File: src/rtl/instr_sequencer.sv
// Instruction sequencer: fetches 16-bit words, decodes them and issues ALU operations
// to the execute stage one at a time, halting on HALT or an illegal opcode.
module instr_sequencer #(
    parameter int PC_W  = 8,
    parameter int CNT_W = 16
) (
    input  logic             i_clk,
    input  logic             i_reset,
    input  logic             i_start,
    output logic             o_imem_req,
    output logic [PC_W-1:0]  o_imem_addr,
    input  logic             i_imem_valid,
    input  logic [15:0]      i_imem_data,
    output logic [3:0]       o_rf_rd_add1,
    output logic [3:0]       o_rf_rd_add2,
    output logic [3:0]       o_opcode,
    output logic [3:0]       o_destadd,
    output logic             o_issue,
    output logic             o_busy,
    output logic             o_halted,
    output logic             o_error,
    output logic [PC_W-1:0]  o_pc,
    output logic [CNT_W-1:0] o_retired
);

    typedef enum logic [2:0] {
        S_IDLE,
        S_FETCH,
        S_DECODE,
        S_READ,
        S_ISSUE,
        S_WAIT,
        S_HALT
    } state_t;

    localparam logic [3:0] OP_NOP    = 4'b0000;
    localparam logic [3:0] OP_ADD    = 4'b0001;
    localparam logic [3:0] OP_SUB    = 4'b0010;
    localparam logic [3:0] OP_LSHIFT = 4'b0100;
    localparam logic [3:0] OP_RSHIFT = 4'b1000;
    localparam logic [3:0] OP_HALT   = 4'b1111;

    state_t           state_q, state_d;
    logic [PC_W-1:0]  pc_q, pc_d;
    logic [15:0]      ir_q, ir_d;
    logic [CNT_W-1:0] retired_q, retired_d;
    logic             error_q, error_d;

    always_ff @(posedge i_clk or negedge i_reset) begin
        if (!i_reset) begin
            state_q   <= S_IDLE;
            pc_q      <= '0;
            ir_q      <= '0;
            retired_q <= '0;
            error_q   <= 1'b0;
        end else begin
            state_q   <= state_d;
            pc_q      <= pc_d;
            ir_q      <= ir_d;
            retired_q <= retired_d;
            error_q   <= error_d;
        end
    end

    always_comb begin
        state_d   = state_q;
        pc_d      = pc_q;
        ir_d      = ir_q;
        retired_d = retired_q;
        error_d   = error_q;

        unique case (state_q)
            S_IDLE, S_HALT: begin
                if (i_start) begin
                    state_d   = S_FETCH;
                    pc_d      = '0;
                    retired_d = '0;
                    error_d   = 1'b0;
                end
            end
            S_FETCH: begin
                if (i_imem_valid) begin
                    ir_d    = i_imem_data;
                    state_d = S_DECODE;
                end
            end
            S_DECODE: begin
                case (ir_q[15:12])
                    OP_ADD, OP_SUB, OP_LSHIFT, OP_RSHIFT: state_d = S_READ;
                    OP_NOP: begin
                        pc_d    = pc_q + PC_W'(1);
                        state_d = S_FETCH;
                    end
                    OP_HALT: state_d = S_HALT;
                    default: begin
                        error_d = 1'b1;
                        state_d = S_HALT;
                    end
                endcase
            end
            S_READ:  state_d = S_ISSUE;
            S_ISSUE: begin
                state_d = S_WAIT;
                pc_d    = pc_q + PC_W'(1);
                if (retired_q != '1) begin
                    retired_d = retired_q + CNT_W'(1);
                end
            end
            S_WAIT:  state_d = S_FETCH;
            default: state_d = S_IDLE;
        endcase
    end

    // Every output is a function of registered state only, so reset clears them at once.
    always_comb begin
        o_imem_req   = (state_q == S_FETCH);
        o_imem_addr  = pc_q;
        o_pc         = pc_q;
        o_retired    = retired_q;
        o_error      = error_q;
        o_issue      = (state_q == S_ISSUE);
        o_halted     = (state_q == S_HALT);
        o_busy       = (state_q != S_IDLE) && (state_q != S_HALT);
        o_rf_rd_add1 = '0;
        o_rf_rd_add2 = '0;
        o_opcode     = '0;
        o_destadd    = '0;
        if (state_q == S_READ || state_q == S_ISSUE) begin
            o_rf_rd_add1 = ir_q[7:4];
            o_rf_rd_add2 = ir_q[3:0];
        end
        if (state_q == S_ISSUE) begin
            o_opcode  = ir_q[15:12];
            o_destadd = ir_q[11:8];
        end
    end

endmodule

File: config.mk
export PLATFORM = sky130hd
export DESIGN_NAME = instr_sequencer
export DESIGN_NICKNAME = d
export VERILOG_FILES = /design/src/rtl/instr_sequencer.sv
export SDC_FILE = /design/constraint.sdc
export NUM_CORES = 1
export LEC_CHECK = 0
export CAP_MARGIN = 0
export CORE_UTILIZATION = 24
export DETAILED_ROUTE_END_ITERATION = 10
export SETUP_SLACK_MARGIN = 0.05
export SLEW_MARGIN = 20
export SYNTH_ARGS = -nofsm -noshare
export SYNTH_HDL_FRONTEND = slang
export SYNTH_SLANG_ARGS = --single-unit
export TNS_END_PERCENT = 1
File: constraint.sdc
create_clock -name i_clk -period 1.95 [get_ports i_clk]
set_clock_uncertainty 0.15 [all_clocks]
set_input_delay 0.39 -clock i_clk [delete_from_list [all_inputs] [get_ports i_clk]]
set_output_delay 0.39 -clock i_clk [all_outputs]
set_load 0.05 [all_outputs]
== Word-level counts from Yosys, hierarchy flattened ==
Cells that the tools add are included.
Widths: inputs -> output; s select.
Operators by class
  multiply operators: 0
  equality and inequality tests: 18
  divide/modulo/power cells: 0
  add/subtract/negate cells: 2
  $lt $le $gt $ge: 0
  bitwise operators: 0
  reduce and logical (&&, ||, !) cells: 16
  shift-type cells: 0
  multiplexer cells: 17
Operators by type and width (count)
  $mux 16: 2
  $pmux 16 s2: 1
  $pmux 8 s3: 1
  $pmux 3 s6: 1
  $add 16x1->16 const B: 1
  $mux 4: 4
  $mux 8: 2
  $ne 16x16->1 const B: 1
  $eq 3x3->1 const B: 3
  $reduce_and 3->1: 3
  $add 8x1->8 const B: 1
  $eq 4x4->1 const B: 2
  $eq 3x2->1 const B: 2
  $mux 3: 2
  $ne 2x2->1 const B: 3
  $pmux 3 s2: 1
  $reduce_bool 3->1: 2
  $reduce_or 6->1: 1
  $eq 4x1->1 const B: 1
  $eq 4x2->1 const B: 1
  $eq 4x3->1 const B: 1
  $logic_not 4->1: 1
  $ne 2x1->1 const B: 2
  $reduce_and 2->1: 2
  other kinds (10): 12
Word-level totals
  ROM bits: 0
  latch bits: 0
  flip-flop bits (word level): 44
  word-level logic and storage cells: 58
  output and inout bits: 53
  bits in writable memories: 0
  memories: 0

== Logic depth before layout (Yosys ltp) ==
  depth in word-level cells: 4
  gate-level depth with buffers: 7
  mapped depth without buffers: 6

== Worst setup path after synthesis ==
Ideal clock, no wire load.
  path kind: reg2out
  start point: register state_q[0]
  end point: output o_destadd[0]
  cell stages (with the launch flop): 6
  data arrival time: 2.053 ns
  required time: 1.410 ns
  buffers on the path: 1
  setup slack: -0.643 ns
  path through: dfrtp_1 clkinv_1 nand3b_2 bufinv_8 clkbuf_1 and2_1
On the way
  longest elaborated chain between the ends: 2
Ends and longest elaborated chain
  from (decl): RTL line 43  | state_t state_q, state_d;
  from (signal assigned): RTL line 57  | state_q <= state_d;
  $eq 3x3->1
  named net o_issue: RTL line 18  | output logic o_issue,
  $mux 4: RTL line 132  | if (state_q == S_ISSUE) begin
  to (decl): RTL line 17  | output logic [3:0] o_destadd,
The timed path passes the listed nets, and every way through them passes these cells.

== Worst setup path in the final report ==
  start point: register state_q[2]
  end point: output o_rf_rd_add2[0]
On the way
  longest elaborated chain between the ends: 3
  elaborated cells on any way between the ends: 4
Ends and longest elaborated chain
  $eq 3x2->1 or $eq 3x3->1 (tied branches): RTL line 128  | if (state_q == S_READ || state_q == S_ISSUE) begin
  $logic_or 1x1->1 (*): RTL line 128
  $mux 4 (*): RTL line 128
  to (decl): RTL line 15  | output logic [3:0] o_rf_rd_add2,
Mark *: on every way between the ends. The rest lies on a longest branch, timed or not.

==> results by group <==
Placed design
  • Hpwl dp: 5.29 mm
  • GPL Wtd Cong: 0.799
  • Post-place setup slack: -0.349 ns
  • Buffers on Ports: 72
  • Placed Area: 0.00377 mm²

Timing
  • Hold Vio Cnt, Final: 0
  • Worst slew pin tran: 0.469 ns
  • Setup violators final: 25
  • Hold slack: 0.360 ns
  • Final Worst Setup Slack: -0.116 ns
  • Maximum clock frequency: 484 MHz
  • Tmin final: 2.07 ns
  • Final Cycle Share: 1.06
  • Max-slew headroom: 0.685
  • Count of pins over their slew limit: 0
  • RSZ-0062 raised after global routing: true

Global route
  • Met1 global-route usage: 0.175
  • GR Overflow Total: 0
  • Initial antenna violation count: 0
  • Gr usage total: 0.136
  • Met3 Use GR: 0.0322
  • Busiest grt layer: met2
  • First-pass GRT wire length: 12.2 mm
  • Met2 Use GR: 0.231
  • Vias in the first global route: 2496
  • Largest net degree at the start of global routing: 28

Synth
  • Ys async rst share: 1.00
  • Synth cell count leaders: dfrtp_1, nand2_1, mux2_2, and2_1, a21oi_1
  • Synth cell types: 66
  • Synth Net Count: 271
  • Syn Inst Count: 249
  • Post-Syn Area: 0.00257 mm²
  • Number of synthesized flops with an enable pin: 0
  • Most frequent cell after synthesis: dfrtp_1
  • Main flop type after synthesis: dfrtp_1
  • Post-synthesis sequential area ratio: 0.428
  • Synth area leaders: dfrtp_1, mux2_2, and2_1
  • Yosys warnings: 0
  • Avg Inst Size Synth: 10.3 µm²
  • Yosys top cell area share: 0.428
  • Post-synth top area cell: dfrtp_1
  • Number of synthesized register bits: 44

CTS
  • Total CTS buffers: 5
  • Clk slew on worst S/H paths: 0.09 ns
  • Clk sink count: 44
  • CTS root buf: clkbuf_8
  • Clock Latency Late Sink: 0.30 ns
  • H-tree depth: 2
  • Clock tree buffer depth: 2
  • CTS tree: built

Routing
  • Pre-antenna DRT Iters: 4
  • Initial drt markers: 57
  • Final WL: 7.32 mm
  • Detail Route Antenna Nets: 0
  • Vias per inst: 4.80
  • Drt drc: 0
  • Wire length per cell: 14.3 µm
  • Vias post-DR: 2457

Worst setup path
  • Nature of the critical path endpoint: output pin
  • Req. time, crit path: 1.41 ns
  • Startpoint Class: flop
  • CP Class: reg -> out
  • Delay of the slowest critical-path stage: 0.42 ns
  • R2R Path End: o_imem_addr[5]$_DFFE_PN0P_
  • R2R depth: 5
  • Delay-heaviest family, CP: simple AND/OR/NAND/NOR gates
  • Crit path buffers/inverters: 2
  • CP max-delay cell: dfrtp_1
  • Critical R2R Launch: ir_q[15]$_DFFE_PN0P_
  • CP Cell Sequence: buf_6, nand3b_1, nand2_4, and2_4, buf_8
  • Data arrival, critical path: 1.53 ns
  • R2R Setup Slk: -0.03 ns
  • Worst Path Max Fanout: 8

Finish
  • Final Util: 0.409
  • Inserted Diodes: 0
  • Fin nets: 397
  • Share of post-route cells with drive strength above 1: 0.553
  • Final Cell Area: 0.00424 mm²
  • Layout Area Growth over Synthesis: 64.7%

Min path
  • Worst hold path class: reg -> reg
  • Min-delay src: ir_q[11]$_DFFE_PN0P_
  • WHS Endpoint: ir_q[11]$_DFFE_PN0P_
  • Hold Crit Depth: 1

Floorplan
  • Initial core utilization: 0.248
  • Die footprint: 0.0111 mm²
  • Ports: 73
  • Overall die width: 106 µm
  • Num rows: 37
  • Core area: 0.0104 mm²
  • Die height: 106 µm

Power and ir drop
  • Clock share of power: 0.136
  • Sw Ratio: 0.427
  • Flop pwr share: 0.244
  • Comb power frac: 0.621
  • Max VDD drop: 0.000755 V
  • Pwr dens: 1320 mW/mm²
  • Lkg Pwr: 0.00187 µW
  • P_sw: 2390 µW
  • P_int: 3210 µW
  • Pwr Total: 5600 µW

Run status
  • Failing checks: negative setup slack
  • Status: finished with violations

Job
  • Max Cap Viol: 0
-- metrics by stage --
step,TNS [ns],instances
final,-1.08,512
after global routing,-3.44,512
after CTS,-1.43,512
after detailed placement,-4.74,498
after global placement,-4.15,498
after floorplan,-6.30,249
-- how the worst max path moves through the flow --
| stage | startpoint | endpoint | slack (ns) | cells after the start |
|---|---|---|---|---|
| after CTS | state_q[2]$_DFFE_PN0P_ | o_rf_rd_add2[2] | -0.11 | 5 |
| after detailed placement | i_start | o_imem_addr[3]$_DFFE_PN0P_ | -0.35 | 5 |
| final | state_q[2]$_DFFE_PN0P_ | o_rf_rd_add2[0] | -0.12 | 5 |
| after global routing | state_q[2]$_DFFE_PN0P_ | o_rf_rd_add2[2] | -0.20 | 5 |
| after floorplan | o_retired[4]$_DFFE_PN0P_ | o_retired[8]$_DFFE_PN0P_ | -0.29 | 4 |
| after global placement | i_start | o_imem_addr[3]$_DFFE_PN0P_ | -0.35 | 5 |
-- layout make-up --
| class | instances | area, µm² |
|---|---|---|
| inverter | 5 | 31.3 |
| fill | 1025 | 6130 |
| sequential | 44 | 1110 |
| timing repair buffer | 136 | 1310 |
| clock inverter | 2 | 38.8 |
| tap | 136 | 170 |
| multi-input combinational | 183 | 1500 |
| clock buffer | 6 | 82.6 |
-- cell families (layout without fill, tap and decap cells) --
family,Yosys count,count (layout),synth area share
AND/OR/NAND/NOR,97,97,0.232
AO/OA/AOI/OAI,63,63,0.180
flip-flops,44,44,0.428
buffers and inverters,22,149,0.0613
multiplexers,19,19,0.0822
adder cells (fa/ha/maj),3,3,0.0136
XOR/XNOR,1,1,0.00340
-- cells in the final DEF (no fill, tap or decap), types with 3 or more instances in the layout --
cell	synthesis	layout
a21oi_1	14	9
a21oi_2	0	5
a41oi_1	3	3
and2_2	1	8
and2_4	0	8
and3_1	4	3
buf_12	0	9
buf_4	8	83
buf_6	1	14
buf_8	0	10
clkbuf_8	2	6
clkdlybuf4s50_1	0	17
dfrtp_1	44	38
dfrtp_2	0	6
inv_1	3	3
mux2_2	17	17
nand2_1	20	16
nand2_2	0	3
nand3_1	7	6
nand4_1	5	5
nor2_1	6	6
nor3_1	8	6
o21ai_0	11	10
o22a_1	3	3
or3_1	4	3
or4_4	1	3
-- routing by layer --
metal / wire (µm) / up-vias
met2: 3690 / 54
met4: 57 / 0
met3: 342 / 6
met5: 0 / -
met1: 3230 / 1200
li1: - / 1197
-- flip-flops by register name, summed over array words and instances, names as in the netlist --
signal,flops
o_imem_addr,8
o_error,1
ir_q,16
state_q,3
o_retired,16
-- power groups by stage --
stage,Clock (µW),Combinational [µW],Sequential (µW)
2_1_floorplan,0,1600,1650
3_3_place_gp,0,3020,1350
3_5_place_dp,0,3060,1360
4_1_cts,783,3410,1360
5_1_grt,812,3700,1400
6_report,759,3470,1360
-- worst register-to-register path: cells and delay by family (launching register included) --
kind	cells	cell delay [ns]
simple gates	2	0.76
buf+inv	1	0.16
flops	1	0.39
compound gates	2	0.47
-- repair_timing --
item | CTS | global route
hold buffers | 1 | 0
pin swaps | 30 | 6
setup endpoints to repair | 54 | 43
endpoints found under the hold margin | 17 | 0
gates resized for setup | 58 | 24
setup buffers | 5 | 0
Power figures use the tool's default switching activity.
